==> config.mk <==
export PLATFORM = sky130hd
export DESIGN_NAME = data_sram_bridge_flat
export DESIGN_NICKNAME = d
export VERILOG_FILES = /design/src/rtl/data_sram_bridge_pkg.sv /design/src/rtl/data_sram_bridge_if.sv /design/src/rtl/data_sram_bridge_kseg_addr_map.sv /design/src/rtl/data_sram_bridge.sv /design/src/flat_wrapper.sv
export SDC_FILE = /design/constraint.sdc
export NUM_CORES = 1
export LEC_CHECK = 0
export CORE_MARGIN = 3
export CORE_UTILIZATION = 26
export DETAILED_ROUTE_END_ITERATION = 7
export GPL_ROUTABILITY_DRIVEN = 0
export PLACE_DENSITY = 0.78
export SLEW_MARGIN = 20
export SYNTH_ARGS = -nofsm -noshare
export SYNTH_HDL_FRONTEND = slang
export SYNTH_SLANG_ARGS = --single-unit
==> constraint.sdc <==
create_clock -name clk -period 1.2 [get_ports clk]
set_input_delay 0.18 -clock clk [delete_from_list [all_inputs] [get_ports clk]]
set_output_delay 0.18 -clock clk [all_outputs]
set_load 0.02 [all_outputs]
==> src/rtl/data_sram_bridge_pkg.sv <==
// Shared definitions for the core-side sram bridges.
// Contents: bridge FSM state encoding, access-size codes, kseg segment
// tags and a helper that recognises directly-mapped kernel segments.
package cpu_defs;

    typedef enum logic [1:0] {
        ST_IDLE = 2'd0,
        ST_ADDR = 2'd1,
        ST_DATA = 2'd2,
        ST_HOLD = 2'd3
    } bridge_state_e;

    localparam logic [1:0] SIZE_B = 2'd0;
    localparam logic [1:0] SIZE_H = 2'd1;
    localparam logic [1:0] SIZE_W = 2'd2;

    localparam logic [2:0] KSEG0_HI = 3'b100;
    localparam logic [2:0] KSEG1_HI = 3'b101;

    // True for kseg0/kseg1, the two segments translated by dropping the top bits.
    function automatic logic is_kseg01(input logic [31:0] vaddr);
        return (vaddr[31:29] == KSEG0_HI) || (vaddr[31:29] == KSEG1_HI);
    endfunction

endpackage

==> src/rtl/data_sram_bridge_if.sv <==
// Split address/data sram-like bus between a bridge and the memory system.
// master (bridge): drives req/wr/size/addr/wdata, receives addr_ok/data_ok/rdata.
// slave (memory) : the mirror image.
interface data_sram_bridge_if #(
    parameter int DATA_W = 32
);
    logic              req;
    logic              wr;
    logic [1:0]        size;
    logic [31:0]       addr;
    logic [DATA_W-1:0] wdata;
    logic              addr_ok;
    logic              data_ok;
    logic [DATA_W-1:0] rdata;

    modport master (
        output req, wr, size, addr, wdata,
        input  addr_ok, data_ok, rdata
    );

    modport slave (
        input  req, wr, size, addr, wdata,
        output addr_ok, data_ok, rdata
    );
endinterface

==> src/rtl/data_sram_bridge_kseg_addr_map.sv <==
// Virtual-to-physical address map shared by the instruction and data bridges.
// Ports: vaddr (in, 32) virtual byte address; paddr (out, 32) physical address.
// With MAP_KSEG != 0, kseg0/kseg1 lose their top three bits; everything
// else (and everything when MAP_KSEG == 0) passes through unchanged.
module kseg_addr_map
    import cpu_defs::*;
#(
    parameter int MAP_KSEG = 1
) (
    input  logic [31:0] vaddr,
    output logic [31:0] paddr
);

    // Purely combinational translation.
    always_comb begin
        paddr = vaddr;
        if ((MAP_KSEG != 32'sd0) && is_kseg01(vaddr)) begin
            paddr = {3'b000, vaddr[28:0]};
        end else begin
            paddr = vaddr;
        end
    end

endmodule

==> src/rtl/data_sram_bridge.sv <==
// M-stage data port to split address/data sram-like bus bridge.
// Ports:
//   clk, rst                 clock and synchronous active-high reset
//   cpu_en/wen/size/addr/wdata  M-stage access (wen != 0 means store)
//   cpu_rdata                load data (live on the data_ok cycle, buffered after)
//   cpu_stall                hold the pipeline while the access is outstanding
//   cpu_longest_stall        pipeline held by some other source
//   mem                      sram-like bus, master side
// The buffered load data lets the pipeline sit in other hazards after the
// access finished without the access being issued a second time.
module data_sram_bridge
    import cpu_defs::*;
#(
    parameter int MAP_KSEG = 1,
    parameter int DATA_W   = 32
) (
    input  logic              clk,
    input  logic              rst,
    input  logic              cpu_en,
    input  logic [3:0]        cpu_wen,
    input  logic [1:0]        cpu_size,
    input  logic [31:0]       cpu_addr,
    input  logic [DATA_W-1:0] cpu_wdata,
    output logic [DATA_W-1:0] cpu_rdata,
    output logic              cpu_stall,
    input  logic              cpu_longest_stall,
    data_sram_bridge_if.master mem
);

    bridge_state_e     state_r;
    bridge_state_e     state_next_s;
    logic [DATA_W-1:0] rdata_buf_r;
    logic [31:0]       mem_addr_s;

    kseg_addr_map #(
        .MAP_KSEG(MAP_KSEG)
    ) u_kseg_addr_map (
        .vaddr(cpu_addr),
        .paddr(mem_addr_s)
    );

    // Request fields follow the core directly; the core holds them while stalled.
    assign mem.addr  = mem_addr_s;
    assign mem.wr    = |cpu_wen;
    assign mem.size  = cpu_size;
    assign mem.wdata = cpu_wdata;

    // State register.
    always_ff @(posedge clk) begin
        if (rst) begin
            state_r <= ST_IDLE;
        end else begin
            state_r <= state_next_s;
        end
    end

    // Next-state logic; data_ok outside DATA is a protocol error and is ignored.
    always_comb begin
        state_next_s = state_r;
        case (state_r)
            ST_IDLE: begin
                if (cpu_en) begin
                    if (mem.addr_ok) begin
                        state_next_s = ST_DATA;
                    end else begin
                        state_next_s = ST_ADDR;
                    end
                end else begin
                    state_next_s = ST_IDLE;
                end
            end
            ST_ADDR: begin
                if (mem.addr_ok) begin
                    state_next_s = ST_DATA;
                end else begin
                    state_next_s = ST_ADDR;
                end
            end
            ST_DATA: begin
                if (mem.data_ok) begin
                    // Pipeline still held elsewhere: park so the same access is not re-issued.
                    if (cpu_longest_stall) begin
                        state_next_s = ST_HOLD;
                    end else begin
                        state_next_s = ST_IDLE;
                    end
                end else begin
                    state_next_s = ST_DATA;
                end
            end
            ST_HOLD: begin
                if (cpu_longest_stall) begin
                    state_next_s = ST_HOLD;
                end else begin
                    state_next_s = ST_IDLE;
                end
            end
            default: begin
                state_next_s = ST_IDLE;
            end
        endcase
    end

    // Load-data buffer, captured on every completion (store captures are don't-care).
    always_ff @(posedge clk) begin
        if (rst) begin
            rdata_buf_r <= {DATA_W{1'b0}};
        end else if ((state_r == ST_DATA) && mem.data_ok) begin
            rdata_buf_r <= mem.rdata;
        end else begin
            rdata_buf_r <= rdata_buf_r;
        end
    end

    // Outputs: request/stall decode, zero-wait bypass of data_ok into cpu_rdata.
    always_comb begin
        mem.req   = 1'b0;
        cpu_stall = 1'b0;
        cpu_rdata = rdata_buf_r;
        if (rst) begin
            mem.req   = 1'b0;
            cpu_stall = 1'b0;
            cpu_rdata = {DATA_W{1'b0}};
        end else begin
            case (state_r)
                ST_IDLE: begin
                    mem.req   = cpu_en;
                    cpu_stall = cpu_en;
                end
                ST_ADDR: begin
                    mem.req   = 1'b1;
                    cpu_stall = 1'b1;
                end
                ST_DATA: begin
                    cpu_stall = ~mem.data_ok;
                    if (mem.data_ok) begin
                        cpu_rdata = mem.rdata;
                    end else begin
                        cpu_rdata = rdata_buf_r;
                    end
                end
                ST_HOLD: begin
                    mem.req   = 1'b0;
                    cpu_stall = 1'b0;
                end
                default: begin
                    mem.req   = 1'b0;
                    cpu_stall = 1'b0;
                end
            endcase
        end
    end

endmodule

==> src/flat_wrapper.sv <==
// flat-port wrapper written by rule: the top's interface ports become plain ports
module data_sram_bridge_flat import cpu_defs::*;
#(
    parameter int MAP_KSEG = 1,
    parameter int DATA_W   = 32
)
  (clk, rst, cpu_en, cpu_wen, cpu_size, cpu_addr, cpu_wdata, cpu_rdata, cpu_stall, cpu_longest_stall, mem_req, mem_wr, mem_size, mem_addr, mem_wdata, mem_addr_ok, mem_data_ok, mem_rdata);
  data_sram_bridge_if #(.DATA_W(DATA_W)) mem_i ();
  input  logic clk;
  input  logic rst;
  input  logic cpu_en;
  input  logic [3:0] cpu_wen;
  input  logic [1:0] cpu_size;
  input  logic [31:0] cpu_addr;
  input  logic [DATA_W-1:0] cpu_wdata;
  output logic [DATA_W-1:0] cpu_rdata;
  output logic cpu_stall;
  input  logic cpu_longest_stall;
  output wire logic [$bits(mem_i.req)-1:0] mem_req;
  output wire logic [$bits(mem_i.wr)-1:0] mem_wr;
  output wire logic [$bits(mem_i.size)-1:0] mem_size;
  output wire logic [$bits(mem_i.addr)-1:0] mem_addr;
  output wire logic [$bits(mem_i.wdata)-1:0] mem_wdata;
  input wire logic [$bits(mem_i.addr_ok)-1:0] mem_addr_ok;
  input wire logic [$bits(mem_i.data_ok)-1:0] mem_data_ok;
  input wire logic [$bits(mem_i.rdata)-1:0] mem_rdata;
  assign mem_req = mem_i.req;
  assign mem_wr = mem_i.wr;
  assign mem_size = mem_i.size;
  assign mem_addr = mem_i.addr;
  assign mem_wdata = mem_i.wdata;
  assign mem_i.addr_ok = mem_addr_ok;
  assign mem_i.data_ok = mem_data_ok;
  assign mem_i.rdata = mem_rdata;
  data_sram_bridge #(.MAP_KSEG(MAP_KSEG), .DATA_W(DATA_W)) u_core (.clk(clk), .rst(rst), .cpu_en(cpu_en), .cpu_wen(cpu_wen), .cpu_size(cpu_size), .cpu_addr(cpu_addr), .cpu_wdata(cpu_wdata), .cpu_rdata(cpu_rdata), .cpu_stall(cpu_stall), .cpu_longest_stall(cpu_longest_stall), .mem(mem_i));
endmodule
==> out/qor.yml, run 1 <==
outcome:
  outcome: "finished with violations"
  violations: "setup timing"
global_routing:
  grt_pass1_wl_um: 9073
  grt_start_max_net_pins: 33
  antenna_found_initial: 0
  gr-total-overflow: 0
  first_global_vias: 1917
  grt_use_total_pct: 13.25
synthesis:
  synth_top_family_by_area: "buffers and inverters"
  synthAdderAreaFrac_pct: 0
  yosys_warnings: 0
  yosys.area_share.simple_pct: 16.07
  synth-seq-area-share_pct: 34.83
  synthXorXnorAreaFrac_pct: 0
  syn_inst: 261
  syn_nets: 369
  synthesis.area_mm2: 0.001954
  synth_compound_area_share_pct: 18.82
  synth-seq-cells: 34
  synth-edff-count: 0
  synthMuxAreaShare_pct: 0
  ys.flop_type: "dfxtp_1"
  yosys.cell_types.count: 24
  async_flop_share_pct: 0
  synth.avg_cell_area_um2: 7.488
power_and_ir_drop:
  vdd.ir_drop.worst_uv: 503.2
  power_density_mw_per_mm2: 848.6
  leakage_uw: 0.001355
layout:
  final_core_util_pct: 51.83
  nNetsFinal: 424
  area_growth_syn_to_layout_pct: 87.13
  layout-drive-gt1-share_pct: 58.36
  fin_area_mm2: 0.003657
  antennaDiodeCount: 0
clocking:
  hold_buffers: 0
  cts_buffer_depth: 2
  numCtsBuffers: 5
  clockRootBuffer: "clkbuf_8"
  path_clk_slew_ns: 0.07
  clkLatencyLatePin_ns: 0.28
  cts_tree: "yes"
  clock_sinks: 34
  htreeDepth: 2
routing:
  drtAntennaViolNets: 0
  drc: 0
  drt_wl_total_um: 6143
  first_pass_iters: 3
  vias: 1890
  drtIter0Drc: 29
  viasPerCell: 4.576
  wl_per_cell_um: 14.87
timing:
  fin_hold_ws_ns: 0.3561
  period_minus_slack_ns: 1.699
  tightest_slew_ns: 0.2273
  slew_headroom_pct: 84.82
  fin_ws_ns: -0.4990
  maxClockFrequency_mhz: 588.6
  setup_violations: 59
  fin_skew_ns: 0.007566
  slew_viol_final: 0
  hold_viol: 0
  fin_crit_sh_pct: 141.6
  rsz0062_at_grt: "yes"
placed_design:
  placed_cell_area_mm2: 0.003055
  dp_hpwl_um: 4077
  dpl_worst_slack_ns: -1.013
  port_buffers: 82
setup_path:
  worstPathRequired_ns: 1.02
  cpLargestDelayFamily: "buffers and inverters"
  cpPeakStageDelay_ns: 0.33
  path_cells: "and3b_2, buf_12, clkbuf_16, nand2_4, a21oi_4, buf_6"
  critPathCaptureType: "output port"
  cpMaxStageDelayCell: "dfxtp_2"
  worstPathMaxFanout: 5
  crit_type: "flop to output port"
  arrival_ns: 1.52
  critPathBufInv: 3
  start_kind: "flop"
floorplanning:
  dieArea_mm2: 0.008593
  die_w_um: 92.70
  num_io_pins: 209
  start_util_pct: 27.70
  coreArea_mm2: 0.007057
  die_h_um: 92.70
  rows: 30
worst_hold_path:
  min_path_type: "input port to flop"
run:
  max_cap_viol_count: 0
## report_power, final
group          switching, uW  total [uW]  internal (uW)
Combinational            429         884            454
Clock                    414        1040            622
Sequential              13.1        1180           1170
Total                    856        3100           2250
## cell type report
| class | count | area, um2 |
|---|---|---|
| multi-input cells | 146 | 1351 |
| flip-flops and latches | 34 | 683.2 |
| repair buffers | 128 | 1393 |
| clock inverters | 1 | 30.03 |
| fillers | 657 | 3400 |
| clock buffers | 7 | 76.32 |
| inverters | 1 | 3.754 |
| well taps | 96 | 120.1 |
## stage by stage
step / cells / power, uW / TNS (ns)
4_1_cts: 408 / 3066 / -17.19
2_1_floorplan: 261 / 1877 / -2.892
6_report: 413 / 3103 / -17.04
5_1_grt: 413 / 3255 / -20.96
3_5_place_dp: 395 / 1926 / -44.03
3_3_place_gp: 395 / 1909 / -41.87
## logic make-up (layout without fill, tap and decap cells)
logic type,count (synthesis),after routing
buf+inv,81,137
simple gates,75,75
compound gates,71,71
flops,34,34
## cells in the final DEF, fill, tap and decap left out, drive strengths merged
| cell type | n |
|---|---|
| nor3 | 1 |
| dlymetal6s2s | 1 |
| clkdlybuf4s15 | 3 |
| o21a | 1 |
| dlygate4sd2 | 2 |
| o211ai | 1 |
| a211oi | 1 |
| clkbuf | 10 |
| dfxtp | 34 |
| and2 | 1 |
| o31ai | 1 |
| or3 | 1 |
| and3b | 1 |
| a21oi | 65 |
| inv | 1 |
| nor2 | 5 |
| buf | 82 |
| or4 | 1 |
| a21boi | 1 |
| bufinv | 1 |
| nand2 | 64 |
| nand3b | 1 |
| clkdlybuf4s50 | 37 |
| o21ai | 1 |
## cell usage after synthesis (2+ instances only)
library cell / instances / area [um2]
a21oi_1: 65 / 325.3
buf_4: 64 / 480.5
nand2_1: 59 / 221.5
dfxtp_1: 34 / 680.7
clkbuf_1: 8 / 30.03
nand2_2: 5 / 31.28
nor2_1: 5 / 18.77
buf_2: 4 / 20.02
buf_8: 2 / 30.03
## layer usage
| layer | up-vias | part of all wire, % | GRT usage [%] |
|---|---|---|---|
| met3 | 27 | 7.9 | 4.955 |
| li1 | 902 | - | - |
| met4 | 0 | 3.2 | 7.326 |
| met5 | - | 0 | 0 |
| met1 | 883 | 36 | 13.14 |
| met2 | 78 | 53 | 23.75 |
## sequential cells by signal, summed over array words and instances (netlist names)
register and cells:
u_core.state_r 2, u_core.rdata_buf_r 32
## tightest hold or removal path, delay by kind of cell
family / cells / cell delay, ns
compound gates: 1 / 0.03
buf+inv: 2 / 0.38
## path summary, 6_finish.rpt
| kind | from | cells past startpoint | slack [ns] | to |
|---|---|---|---|---|
| worst max-delay path | u_core.state_r[0]$_SDFF_PP0_ | 6 | -0.50 | cpu_rdata[10] |
| worst min-delay path | rst | 3 | 0.36 | u_core.rdata_buf_r[30]$_SDFFE_PP0P_ |
| worst max register to register | u_core.state_r[0]$_SDFF_PP0_ | 6 | -0.10 | u_core.rdata_buf_r[14]$_SDFFE_PP0P_ |
| worst min register to register | u_core.rdata_buf_r[0]$_SDFFE_PP0P_ | 2 | 0.53 | u_core.rdata_buf_r[0]$_SDFFE_PP0P_ |
## repair_timing
action                                  in CTS  in global routing
pin swaps                                   13                 21
gates cloned                                 2                  2
setup buffers                                3                  6
resized for setup                          276                 38
endpoints found under the setup margin      59                 64
Note: power is estimated with default switching activity, not from simulation.
==> inputs of run 2 (changes only) <==
- HOLD_SLACK_MARGIN: default -> 0.15
- SETUP_SLACK_MARGIN: default -> 0.02
==> run 2 against run 1 <==
Net effect:
- the run still ends with setup timing left
- sequential share of layout area hardly changed
- die area unchanged
- fmax barely moved
- total power up 0.17%
- highest routed layer unchanged
- clock skew down 0.00089 ns
- sequential cell count unchanged
- final cell count is the same
- register-to-register slack about the same
==> out/qor.yml, run 2 (synthesized netlist as in run 1, its figures left out) <==
routing:
  wl_per_cell_um: 14.69  # -1.3%
  viasPerCell: 4.605  # +0.63%
  drtAntennaViolNets: 0  # unchanged
  drc: 0  # unchanged
  vias: 1902  # +0.63%
  drtIter0Drc: 32  # +10%
  drt_wl_total_um: 6065  # -1.3%
  first_pass_iters: 4  # +1
floorplanning:
  die_w_um: 92.70  # unchanged
  start_util_pct: 27.70  # unchanged
  coreArea_mm2: 0.007057  # unchanged
  die_h_um: 92.70  # unchanged
  rows: 30  # unchanged
  num_io_pins: 209  # unchanged
  dieArea_mm2: 0.008593  # unchanged
power_and_ir_drop:
  power_density_mw_per_mm2: 848.3  # about the same
  leakage_uw: 0.001362  # +0.52%
  vdd.ir_drop.worst_uv: 505.5  # +0.45%
  power_uw: 3109  # +0.17%
worst_hold_path:
  holdPathStages: 3  # unchanged
  worst_hold_startpoint: "rst"
  min_to: "u_core.rdata_buf_r[30]$_SDFFE_PP0P_"
  min_path_type: "input port to flop"
placed_design:
  placed_cell_area_mm2: 0.003055  # unchanged
  port_buffers: 82  # unchanged
  dpl_worst_slack_ns: -1.013  # unchanged
  dp_hpwl_um: 4077  # unchanged
setup_path:
  reg2reg_from: "u_core.state_r[0]$_SDFF_PP0_"
  crit_type: "flop to output port"
  arrival_ns: 1.52  # about the same
  r2r-end: "u_core.rdata_buf_r[14]$_SDFFE_PP0P_"
  start_kind: "flop"
  r2r_cells: 6  # unchanged
  worstPathMaxFanout: 5  # unchanged
  critPathCaptureType: "output port"
  reg2reg_slack_ns: -0.09  # about the same
  worstPathRequired_ns: 1.02  # about the same
clocking:
  clockRootBuffer: "clkbuf_8"
  clkLatencyLatePin_ns: 0.28  # about the same
  path_clk_slew_ns: 0.07  # about the same
  numCtsBuffers: 5  # unchanged
  htreeDepth: 2  # unchanged
  clock_sinks: 34  # unchanged
  cts_buffer_depth: 2  # unchanged
  cts_tree: "yes"
timing:
  period_minus_slack_ns: 1.701  # +0.001559 ns
  fin_crit_sh_pct: 141.7  # about the same
  hold_viol: 0  # unchanged
  slew_viol_final: 0  # unchanged
  setup_violations: 59  # unchanged
  fin_ws_ns: -0.5006  # -0.001559 ns
  rsz0062_at_grt: "yes"
  slew_headroom_pct: 85.32  # +0.50 points
  maxClockFrequency_mhz: 588.0  # about the same
  tightest_slew_ns: 0.2195  # -0.007826 ns
  fin_skew_ns: 0.006677  # -0.0008886 ns
layout:
  reg_top3: "u_core.rdata_buf_r x32, u_core.state_r x2"
  fin_area_mm2: 0.003665  # +0.21%
  largest_register: "u_core.rdata_buf_r"
  final_cell_mix: "buf_6 (46), clkdlybuf4s50_1 (37), nand2_1 (32), a21oi_4 (32), dfxtp_1 (32)"
  area_growth_syn_to_layout_pct: 87.52
  largest_reg_flops: 32  # unchanged
  antennaDiodeCount: 0  # unchanged
  final_common_cell: "buf_6"
  fillers: 657  # unchanged
  nNetsFinal: 424  # unchanged
  layout-drive-gt1-share_pct: 58.99  # +0.63 points
global_routing:
  first_global_vias: 1921  # +0.21%
  gr-total-overflow: 0  # unchanged
  antenna_found_initial: 0  # unchanged
  grt_start_max_net_pins: 33  # unchanged
  grt_use_total_pct: 13.23  # -0.017 points
  grt_pass1_wl_um: 9059  # -0.15%
run:
  max_cap_viol_count: 0  # unchanged
outcome:
  outcome: "finished with violations"
  violations: "setup timing"
run 2: cell count changes in the layout (fill, tap and decap cells not counted), moves of 2 or more:
cell,change
buf_2,+2
a21oi_1,-2
a21oi_2,+2
nand2_2,-2
nand2_4,+2
dlygate4sd2_1,+2
clkdlybuf4s15_1,-2
run 2: metal layers:
| metal | routed length [um] | global-route usage (%) |
|---|---|---|
| met5 | 0 | 0 |
| met4 | 229 | 7.326 |
| met3 | 470 | 4.955 |
| met2 | 3157 | 23.75 |
| met1 | 2208 | 13.09 |
run 2: power by group:
group	total [uW]	switching (uW)	internal, uW
Sequential	1180	13.2	1170
Combinational	885	431	454
Clock	1040	418	622
Total	3110	862	2250
run 2: timing repair:
item / CTS / global route
gates resized for setup: 279 / 39
setup buffers: 3 / 6
cloned: 2 / 2
endpoints found under the setup margin: 61 / 65
pin swaps: 14 / 20
hold buffers: 0 / 0
run 2: cell type report:
class / instances / area [um2] / share of cell area, %
Clock buffer: 7 / 76.32 / 2.083
Inverter: 1 / 3.754 / 0.1024
Multi-Input combinational cell: 146 / 1365 / 37.25
Timing Repair Buffer: 128 / 1386 / 37.83
Sequential cell: 34 / 683.2 / 18.64
Tap cell: 96 / 120.1 / 3.278
Clock inverter: 1 / 30.03 / 0.8194
run 2: critical path, cell delays in order, from the launching register on:
cell and delay, ns:
dfxtp_2 0.33, and3b_2 0.27, buf_12 0.13, clkbuf_16 0.16
nand2_4 0.06, a21oi_4 0.15, buf_6 0.13
run 2: worst max-delay path by stage:
stage,start,end,slack [ns],cells past startpoint
after floorplan,u_core.state_r[1]$_SDFF_PP0_,cpu_rdata[14],-0.12,6
after global routing,u_core.state_r[0]$_SDFF_PP0_,cpu_rdata[10],-0.57,6
after global placement,mem_data_ok,cpu_rdata[0],-0.96,6
final,u_core.state_r[0]$_SDFF_PP0_,cpu_rdata[10],-0.50,6
after CTS,u_core.state_r[0]$_SDFF_PP0_,cpu_rdata[17],-0.52,6
after detailed placement,mem_data_ok,cpu_rdata[28],-1.01,6
run 2: stage by stage:
step	std cells	TNS (ns)	utilization [%]	hold slack, ns
floorplan	261	-2.892	-	0.3426
global placement	395	-41.87	43.30	0.3601
detailed placement	395	-44.03	43.30	0.3601
CTS	408	-17.19	48.46	0.3490
global route	413	-20.75	51.93	0.3532
finish	413	-16.67	51.93	0.3562
